### src/rtl/cpu_pkg.sv
// ============================================================================
// Module  : cpu_pkg
// Purpose : Opcode/funct constants, ALU operation enum and register indices
//           shared by the decode and register-file stage.
// Revision: 1.0 - initial release
// ============================================================================
`default_nettype none

package cpu_pkg;

    localparam logic [5:0] c_op_rtype = 6'h00;
    localparam logic [5:0] c_op_j     = 6'h02;
    localparam logic [5:0] c_op_jal   = 6'h03;
    localparam logic [5:0] c_op_beq   = 6'h04;
    localparam logic [5:0] c_op_bne   = 6'h05;
    localparam logic [5:0] c_op_addi  = 6'h08;
    localparam logic [5:0] c_op_slti  = 6'h0A;
    localparam logic [5:0] c_op_andi  = 6'h0C;
    localparam logic [5:0] c_op_ori   = 6'h0D;
    localparam logic [5:0] c_op_lui   = 6'h0F;
    localparam logic [5:0] c_op_lw    = 6'h23;
    localparam logic [5:0] c_op_sw    = 6'h2B;

    localparam logic [5:0] c_fn_sll   = 6'h00;
    localparam logic [5:0] c_fn_srl   = 6'h02;
    localparam logic [5:0] c_fn_jr    = 6'h08;
    localparam logic [5:0] c_fn_add   = 6'h20;
    localparam logic [5:0] c_fn_sub   = 6'h22;
    localparam logic [5:0] c_fn_and   = 6'h24;
    localparam logic [5:0] c_fn_or    = 6'h25;
    localparam logic [5:0] c_fn_slt   = 6'h2A;

    localparam logic [4:0] REG_ZERO = 5'd0;
    localparam logic [4:0] REG_SP   = 5'd29;
    localparam logic [4:0] REG_RA   = 5'd31;

    typedef enum logic [3:0] {
        ALU_ADD = 4'd0,
        ALU_SUB = 4'd1,
        ALU_AND = 4'd2,
        ALU_OR  = 4'd3,
        ALU_SLT = 4'd4,
        ALU_SLL = 4'd5,
        ALU_SRL = 4'd6,
        ALU_LUI = 4'd7
    } alu_op_e;

    function automatic logic is_supported(input logic [5:0] op, input logic [5:0] fn);
        logic ok;
        ok = 1'b0;
        case (op)
            c_op_rtype: begin
                case (fn)
                    c_fn_add, c_fn_sub, c_fn_and, c_fn_or,
                    c_fn_slt, c_fn_sll, c_fn_srl, c_fn_jr: ok = 1'b1;
                    default:                               ok = 1'b0;
                endcase
            end
            c_op_j, c_op_jal, c_op_beq, c_op_bne, c_op_addi, c_op_slti,
            c_op_andi, c_op_ori, c_op_lui, c_op_lw, c_op_sw: ok = 1'b1;
            default:                                         ok = 1'b0;
        endcase
        return ok;
    endfunction

endpackage

`default_nettype wire

### src/rtl/reg_file_32x32.sv
// ============================================================================
// Module  : reg_file_32x32
// Purpose : 32x32 register file, two async reads, one sync write, async clear.
// Revision: 1.0 - initial release
// ============================================================================
`default_nettype none

module reg_file_32x32
    import cpu_pkg::*;
#(
    parameter logic [31:0] RESET_SP = 32'h0000_0000
) (
    input  logic        clk,
    input  logic        rst_n,
    input  logic [4:0]  i_rs_addr,
    input  logic [4:0]  i_rt_addr,
    input  logic        i_wr_en,
    input  logic [4:0]  i_wr_addr,
    input  logic [31:0] i_wr_data,
    output logic [31:0] o_rs_data,
    output logic [31:0] o_rt_data,
    output logic [31:0] o_reg31
);

    logic [31:0] r_regs [32];

    always_ff @(posedge clk or negedge rst_n) begin
        if (!rst_n) begin
            for (int i = 0; i < 32; i++) begin
                r_regs[i] <= (i == int'(REG_SP)) ? RESET_SP : 32'h0;
            end
        end else if (i_wr_en && (i_wr_addr != REG_ZERO)) begin
            r_regs[i_wr_addr] <= i_wr_data;
        end
    end

    // Reads see the pre-edge contents; no write-through bypass.
    assign o_rs_data = (i_rs_addr == REG_ZERO) ? 32'h0 : r_regs[i_rs_addr];
    assign o_rt_data = (i_rt_addr == REG_ZERO) ? 32'h0 : r_regs[i_rt_addr];
    assign o_reg31   = r_regs[REG_RA];

endmodule

`default_nettype wire

### src/rtl/decode_regfile.sv
// ============================================================================
// Module  : decode_regfile
// Purpose : MIPS-subset instruction decode plus 32x32 register file.
//           Optional sticky illegal-instruction trap: DECODE_ILLEGAL_TRAP_EN.
// Revision: 1.0 - initial release
// ============================================================================
`default_nettype none

module decode_regfile
    import cpu_pkg::*;
#(
    parameter logic [31:0] RESET_SP = 32'h0000_0000
) (
    input  logic        Clock,
    input  logic        Reset,
    input  logic [31:0] Inst,
    input  logic [31:0] Link_addr,
    input  logic [31:0] Wb_data,
    output logic [31:0] Rs_data,
    output logic [31:0] Rt_data,
    output logic [31:0] Imm_ext,
    output logic [4:0]  Shamt,
    output logic [3:0]  Alu_op,
    output logic        Alu_src,
    output logic        Mem_read,
    output logic        Mem_write,
    output logic        Mem_to_reg,
    output logic        Reg_write,
    output logic        Jump,
    output logic        Jump_reg,
    output logic        Branch_eq,
    output logic        Branch_ne,
    output logic [31:0] reg31,
    output logic        Illegal
);

    logic [5:0]  w_opcode;
    logic [5:0]  w_funct;
    logic [4:0]  w_rs;
    logic [4:0]  w_rt;
    logic [4:0]  w_rd;
    logic [15:0] w_imm;

    alu_op_e     w_alu_op;
    logic        w_alu_src;
    logic        w_mem_read;
    logic        w_mem_write;
    logic        w_mem_to_reg;
    logic        w_reg_write;
    logic        w_jump;
    logic        w_jump_reg;
    logic        w_branch_eq;
    logic        w_branch_ne;
    logic        w_zero_ext;
    logic        w_is_jal;
    logic [1:0]  w_dst_sel;
    logic [4:0]  w_wr_addr;
    logic [31:0] w_wr_data;
    logic        w_trap;

    localparam logic [1:0] c_dst_rt = 2'd0;
    localparam logic [1:0] c_dst_rd = 2'd1;
    localparam logic [1:0] c_dst_ra = 2'd2;

    assign w_opcode = Inst[31:26];
    assign w_rs     = Inst[25:21];
    assign w_rt     = Inst[20:16];
    assign w_rd     = Inst[15:11];
    assign w_imm    = Inst[15:0];
    assign w_funct  = Inst[5:0];

    always_comb begin
        w_alu_op     = ALU_ADD;
        w_alu_src    = 1'b0;
        w_mem_read   = 1'b0;
        w_mem_write  = 1'b0;
        w_mem_to_reg = 1'b0;
        w_reg_write  = 1'b0;
        w_jump       = 1'b0;
        w_jump_reg   = 1'b0;
        w_branch_eq  = 1'b0;
        w_branch_ne  = 1'b0;
        w_zero_ext   = 1'b0;
        w_is_jal     = 1'b0;
        w_dst_sel    = c_dst_rt;

        case (w_opcode)
            c_op_rtype: begin
                w_dst_sel = c_dst_rd;
                case (w_funct)
                    c_fn_add: begin w_alu_op = ALU_ADD; w_reg_write = 1'b1; end
                    c_fn_sub: begin w_alu_op = ALU_SUB; w_reg_write = 1'b1; end
                    c_fn_and: begin w_alu_op = ALU_AND; w_reg_write = 1'b1; end
                    c_fn_or:  begin w_alu_op = ALU_OR;  w_reg_write = 1'b1; end
                    c_fn_slt: begin w_alu_op = ALU_SLT; w_reg_write = 1'b1; end
                    c_fn_sll: begin w_alu_op = ALU_SLL; w_reg_write = 1'b1; end
                    c_fn_srl: begin w_alu_op = ALU_SRL; w_reg_write = 1'b1; end
                    c_fn_jr:  w_jump_reg = 1'b1;
                    default:  w_dst_sel  = c_dst_rt;
                endcase
            end
            c_op_j:   w_jump = 1'b1;
            c_op_jal: begin
                w_jump      = 1'b1;
                w_reg_write = 1'b1;
                w_is_jal    = 1'b1;
                w_dst_sel   = c_dst_ra;
            end
            c_op_beq: begin w_branch_eq = 1'b1; w_alu_op = ALU_SUB; end
            c_op_bne: begin w_branch_ne = 1'b1; w_alu_op = ALU_SUB; end
            c_op_addi: begin
                w_alu_op = ALU_ADD; w_alu_src = 1'b1; w_reg_write = 1'b1;
            end
            c_op_slti: begin
                w_alu_op = ALU_SLT; w_alu_src = 1'b1; w_reg_write = 1'b1;
            end
            c_op_andi: begin
                w_alu_op = ALU_AND; w_alu_src = 1'b1; w_reg_write = 1'b1;
                w_zero_ext = 1'b1;
            end
            c_op_ori: begin
                w_alu_op = ALU_OR; w_alu_src = 1'b1; w_reg_write = 1'b1;
                w_zero_ext = 1'b1;
            end
            c_op_lui: begin
                w_alu_op = ALU_LUI; w_alu_src = 1'b1; w_reg_write = 1'b1;
            end
            c_op_lw: begin
                w_alu_op     = ALU_ADD;
                w_alu_src    = 1'b1;
                w_mem_read   = 1'b1;
                w_mem_to_reg = 1'b1;
                w_reg_write  = 1'b1;
            end
            c_op_sw: begin
                w_alu_op    = ALU_ADD;
                w_alu_src   = 1'b1;
                w_mem_write = 1'b1;
            end
            default: ;
        endcase
    end

`ifdef DECODE_ILLEGAL_TRAP_EN
    logic r_illegal;

    // Sticky until reset; the offending instruction itself already decodes as a NOP.
    always_ff @(posedge Clock or negedge Reset) begin
        if (!Reset) begin
            r_illegal <= 1'b0;
        end else if (!is_supported(w_opcode, w_funct)) begin
            r_illegal <= 1'b1;
        end
    end

    assign w_trap = r_illegal;
`else
    assign w_trap = 1'b0;
`endif

    assign w_wr_addr = (w_dst_sel == c_dst_ra) ? REG_RA :
                       (w_dst_sel == c_dst_rd) ? w_rd   : w_rt;
    assign w_wr_data = w_is_jal ? Link_addr : Wb_data;

    assign Imm_ext    = w_zero_ext ? {16'h0, w_imm} : {{16{w_imm[15]}}, w_imm};
    assign Shamt      = Inst[10:6];
    assign Alu_op     = w_alu_op;
    assign Alu_src    = w_alu_src;
    assign Mem_read   = w_mem_read;
    assign Mem_write  = w_mem_write;
    assign Mem_to_reg = w_mem_to_reg;
    assign Reg_write  = w_reg_write & ~w_trap;
    assign Jump       = w_jump      & ~w_trap;
    assign Jump_reg   = w_jump_reg  & ~w_trap;
    assign Branch_eq  = w_branch_eq & ~w_trap;
    assign Branch_ne  = w_branch_ne & ~w_trap;
    assign Illegal    = w_trap;

    reg_file_32x32 #(
        .RESET_SP (RESET_SP)
    ) u_reg_file (
        .clk       (Clock),
        .rst_n     (Reset),
        .i_rs_addr (w_rs),
        .i_rt_addr (w_rt),
        .i_wr_en   (Reg_write),
        .i_wr_addr (w_wr_addr),
        .i_wr_data (w_wr_data),
        .o_rs_data (Rs_data),
        .o_rt_data (Rt_data),
        .o_reg31   (reg31)
    );

endmodule

`default_nettype wire

### config.mk
export PLATFORM = sky130hd
export DESIGN_NAME = decode_regfile
export DESIGN_NICKNAME = d
export VERILOG_FILES = /design/src/rtl/cpu_pkg.sv /design/src/rtl/reg_file_32x32.sv /design/src/rtl/decode_regfile.sv
export SDC_FILE = /design/constraint.sdc
export NUM_CORES = 2
export LEC_CHECK = 0
export CAP_MARGIN = 5
export CORE_ASPECT_RATIO = 1.5
export CORE_MARGIN = 2
export CORE_UTILIZATION = 46
export CTS_BUF_LIST = sky130_fd_sc_hd__clkbuf_2 sky130_fd_sc_hd__clkbuf_4 sky130_fd_sc_hd__clkbuf_8
export DETAILED_ROUTE_END_ITERATION = 12
export GPL_ROUTABILITY_DRIVEN = 0
export PLACE_DENSITY = 0.74
export SLEW_MARGIN = 0
export SYNTH_ARGS = -nofsm -noshare
export SYNTH_HDL_FRONTEND = slang
export SYNTH_SLANG_ARGS = --single-unit
export TNS_END_PERCENT = 20
### constraint.sdc
create_clock -name Clock -period 3.85 [get_ports Clock]
set_clock_uncertainty 0.15 [all_clocks]
set_input_delay 0.77 -clock Clock [delete_from_list [all_inputs] [get_ports Clock]]
set_output_delay 0.77 -clock Clock [all_outputs]
set_load 0.05 [all_outputs]
Word level (Yosys, flattened, before mapping)
Index checks and enable logic that the tools add are counted.
{"block": "word_totals", "regBits": 1024}
{"block": "op_classes", "order_cmp": 4, "n_eq_ne": 20, "n_mux": 31, "bitwise": 3, "reduce_logical": 14}
{"op": "$bwmux 1024", "count": 1}
{"op": "$bmux 32 s5", "count": 2}
{"op": "$mux 32", "count": 9}
{"op": "$demux 32 s5", "count": 1}
{"op": "$eq 6x6->1 const B", "count": 7}
{"op": "$eq 6x4->1 const B", "count": 6}
{"op": "$pmux 4 s6", "count": 1}
{"op": "$reduce_or 7->1", "count": 3}
{"op": "$eq 6x2->1 const B", "count": 3}
{"op": "$ge 6x6->1 const B", "count": 3}
{"op": "$not 5->6", "count": 3}
{"op": "$pmux 3 s6", "count": 1}
{"op": "$eq 6x3->1 const B", "count": 2}
{"op": "$logic_not 6->1", "count": 2}
{"op": "$mux 1", "count": 12}
{"op": "$logic_not 5->1", "count": 2}
{"op": "$mux 5", "count": 2}
{"op": "$reduce_or 8->1", "count": 1}
{"op": "$lt 6x1->1 const B", "count": 1}
{"op": "$reduce_or 2->1", "count": 3}
{"op": "$reduce_bool 5->1", "count": 1}
{"op": "$pmux 2 s2", "count": 1}
{"op": "$eq 2x1->1 const B", "count": 1}
{"op": "$eq 2x2->1 const B", "count": 1}
{"op": "other kinds (2)", "count": 3}

Depth between registers and ports, before layout
{"block": "logic_depth", "ltp_word": 13, "mapped_depth": 12, "mapped_depth_nobuf": 7}

By module
From an unflattened synthesis, not the netlist that was laid out.
{"block": "hier_totals", "hier_cells": 3806, "hier_area_um2": 55823.5}
{"mod": "reg_file_32x32", "instances": 1, "cells_each": 3655, "area_each_um2": 54701.2}
{"mod": "decode_regfile", "instances": 1, "cells_each": 151, "area_each_um2": 1122.3}

Worst setup path after synthesis
Ideal clock, no wire load.
{"block": "synth_path", "path_type": "input-to-output", "startpoint": "in Inst[16]", "endpoint": "out Rt_data[0]", "t_arrival_ps": 3737, "setup_slack_ps": -807, "stages": 9, "n_path_buf": 5, "path_cell_list": "clkbuf_1 -> buf_2 -> buf_2 -> clkbuf_1 -> buf_2 -> mux2i_1 -> o22ai_1 -> a211oi_1 -> a221oi_1"}
{"block": "synth_between", "elab_chain_cells": 5, "elab_cells_between_ends": 6, "classes_between": "mux: 4; bitwise: 1; reduce/logical: 1"}
{"element": "from (decl)", "line": "decode_regfile.sv:16", "rtl": "input logic [31:0] Inst,"}
{"element": "$not 5->6 (not written as such)", "line": "reg_file_32x32.sv:39", "rtl": "assign o_rt_data = (i_rt_addr == REG_ZERO) ? 32'h0 : r_regs[i_rt_addr];"}
{"element": "$bmux 32 s5", "line": "reg_file_32x32.sv:39"}
{"element": "$mux 32 (not written as such) (2 in a row)", "line": "reg_file_32x32.sv:39"}
{"element": "$mux 32 *", "line": "reg_file_32x32.sv:39"}
{"element": "to (decl)", "line": "decode_regfile.sv:20", "rtl": "output logic [31:0] Rt_data,"}
Mark *: on every way between the ends. The rest lies on a longest branch, timed or not. The select of a mux whose other input is x is not followed.

Final worst setup path
{"block": "layout_path", "startpoint": "in Inst[21]", "endpoint": "out Rs_data[20]"}
{"block": "layout_between", "elab_chain_cells": 5, "elab_cells_between_ends": 6, "classes_between": "mux: 4; bitwise: 1; reduce/logical: 1"}
{"element": "$not 5->6 (not written as such)", "line": "reg_file_32x32.sv:38", "rtl": "assign o_rs_data = (i_rs_addr == REG_ZERO) ? 32'h0 : r_regs[i_rs_addr];"}
{"element": "$bmux 32 s5", "line": "reg_file_32x32.sv:38"}
{"element": "$mux 32 (not written as such) (2 in a row)", "line": "reg_file_32x32.sv:38"}
{"element": "$mux 32 *", "line": "reg_file_32x32.sv:38"}
{"element": "to (decl)", "line": "decode_regfile.sv:19", "rtl": "output logic [31:0] Rs_data,"}
Marks and branches as above.

==> flow_summary.json <==
{
  "hpwlAfterDp_um": 121000,
  "regToRegSetupSlack_ns": 2.86,
  "slew-limit-headroom_pct": 50.2,
  "synth-seq-cells": 1024,
  "rsz0062_at_grt": "yes",
  "worst_setup_path_end_kind": "output port",
  "drt_iter0_drc": 3830,
  "cts_root_buf": "clkbuf_8",
  "crit_fanout": 16,
  "worstSetupStartpointType": "primary input",
  "synth-async-reset-ratio_pct": 100,
  "ys_top_cells_by_area": "dfrtp_1 46%, mux4_2 18%, mux2_2 13%",
  "multi_input_area_sq_mm": 0.0291,
  "htree_num_levels": 4,
  "die_area_sq_mm": 0.125,
  "syn_to_final_growth_pct": 21.2,
  "place_worst_setup_slack_ns": -0.189,
  "power_density_mw_per_mm2": 397,
  "cts_sinks": 1024,
  "syn-mean-instance-area_sq_um": 13.6,
  "worstSetupPathType": "in -> out",
  "ys_seq_area_share_pct": 45.6,
  "drcViolationCount": 0,
  "worst_r2r_endpoint": "u_reg_file.r_regs[753]$_DFFE_PN0P_",
  "insertion_delay_ns": 0.89,
  "num_io_pins": 245,
  "fin_crit_sh_pct": 99.5,
  "ff2ff_path_depth": 1,
  "ys.flop_type": "dfrtp_1",
  "worstMarginPinSlew_ns": 0.745,
  "overflow": 0,
  "power_leakage_nw": 31.0,
  "cts_tree": "done",
  "r2r-start": "u_reg_file.r_regs[753]$_DFFE_PN0P_",
  "regArea_sq_mm": 0.0256,
  "status": "completed",
  "dpl.cell_count": 5868,
  "grt_usage_pct": 30.2,
  "fin_nets": 4540,
  "grt_start_max_net_pins": 123,
  "fin_ws_ns": 0.0188,
  "grt_pass1_wl_um": 276000,
  "vdd_drop_max_v": 0.000318,
  "finalHoldViolations": 0,
  "synth.top_cell.area_share_pct": 45.6,
  "drv_cap": 0,
  "ant_nets": 0,
  "worstPathRequired_ns": 2.93,
  "syn_area_sq_mm": 0.0561,
  "maxSlewViolCount": 0,
  "yosysMostFrequentCell": "dfrtp_1",
  "min_from": "u_reg_file.r_regs[1014]$_DFFE_PN0P_",
  "io_buffers": 227,
  "fmax_mhz": 261,
  "grt_pass1_vias": 42475,
  "yosysWarnings": 0,
  "antenna_found_initial": 3,
  "synth_edf_count": 0,
  "hold_path_class": "reg -> reg",
  "synth_top_cell_by_area": "dfrtp_1",
  "vias_per_cell": 6.50,
  "die_h_um": 432,
  "arrival_ns": 2.91,
  "worstHoldPathCells": 0,
  "coreArea_sq_mm": 0.122,
  "die_w_um": 289,
  "setup_tns_ns": 0,
  "drive_gt1_share_pct": 48.3,
  "drtPass1Iterations": 7,
  "path_clk_slew_ns": 0.06,
  "initial_core_util_pct": 46.2,
  "hold_end": "u_reg_file.r_regs[1014]$_DFFE_PN0P_",
  "post-route-util_pct": 55.9,
  "fillCellCount": 9488,
  "vias": 39927,
  "wl_per_cell_um": 30.2,
  "cts.path.max_buffers": 3,
  "synthTopCellsByCount": "1024 x dfrtp_1, 662 x mux2_2, 456 x mux4_2, 271 x clkbuf_1, 249 x nand2_1",
  "fin_cells": 6147,
  "synth_cells": 4122,
  "post-route-min-period_ns": 3.83,
  "synthDistinctLibCells": 65,
  "rows": 157,
  "cts_buffers": 148,
  "wl_um": 185000,
  "power.total_w": 0.0270,
  "setup_viol": 0
}
[state kept, by name, indices dropped and copies added (netlist names)]
name / flops
u_reg_file.r_regs: 992
u_reg_file.o_reg31: 32
[how the worst max path moves through the flow]
stage,startpoint,endpoint,cells past startpoint
after detailed placement,Inst[1],u_reg_file.r_regs[778]$_DFFE_PN0P_,11
after global routing,Inst[21],Rs_data[2],9
final,Inst[21],Rs_data[20],9
after global placement,Inst[1],u_reg_file.r_regs[738]$_DFFE_PN0P_,10
after CTS,Inst[21],Rs_data[3],9
after floorplan,Inst[16],Rt_data[31],7
[cell families after synthesis]
family	after synthesis	synth area share, %
multiplexers	1507	39.7
flip-flops	1024	45.6
XOR/XNOR	1	0.0156
buffers and inverters	526	4.45
other	1	0.00668
AND/OR/NAND/NOR	544	4.28
AO/OA/AOI/OAI	519	5.91
[placed cells by master, fill, tap and decap left out, types with 43 or more instances in the layout]
cell             synthesis  routed
a21oi_1                168     164
buf_12                   0     197
buf_4                   73     343
clkbuf_8                 0     186
clkdlybuf4s50_1          0     124
dfrtp_1               1024    1020
mux2_1                  47      47
mux2_2                 662     661
mux2_4                 120     121
mux2i_1                221     220
mux4_2                 456     456
nand2_1                249     247
nor2_1                 162     158
nor3_4                   0      53
o21ai_0                128     128
o221ai_1                50      50
o22ai_1                 43      43
[cell type report]
cell class / count / area share (%)
multi-input combinational: 2573 / 42.8
sequential: 1024 / 37.7
inverter: 18 / 0.0993
antenna: 5 / 0.0184
clock inverter: 34 / 0.500
tap: 1590 / 2.92
clock buffer: 226 / 4.21
timing repair buffer: 677 / 11.7
[timing repair]
action	in CTS	in global routing
hold buffers	1	0
pin swaps	1	0
gates resized for setup	22	16
endpoints found under the hold margin	29	0
setup endpoints to repair	11	27
setup buffers	0	13
[report_power, final]
group	internal (W)	switching (W)	total (W)
logic	0.00253	0.00249	0.00501
registers	0.0117	0.000743	0.0124
clock network	0.00504	0.00451	0.00955
total	0.0193	0.00774	0.0270
[stage by stage]
step                      cell area, sq um  hold WS (ns)
after floorplan                      57000         0.291
after global placement               64500         0.226
after detailed placement             64500         0.238
after CTS                            67800         0.231
after global routing                 68000         0.265
final                                68000         0.247
[metal layers]
layer / part of all wire, % / vias up / track usage, %
met2: 48 / 2159 / 47.8
met3: 9.0 / 626 / 6.92
met1: 37 / 20943 / 38.1
met4: 6.3 / 0 / 17.1
met5: 0 / - / 0
li1: - / 16199 / -
[worst max-delay path: stages]
cell and delay [ns]:
buf_8 0.14, buf_12 0.19, buf_12 0.21, buf_4 0.21, mux4_2 0.50, a211o_1 0.33
a21oi_1 0.23, nor3_4 0.08, buf_4 0.20
Note: power is estimated with default switching activity, not from simulation.
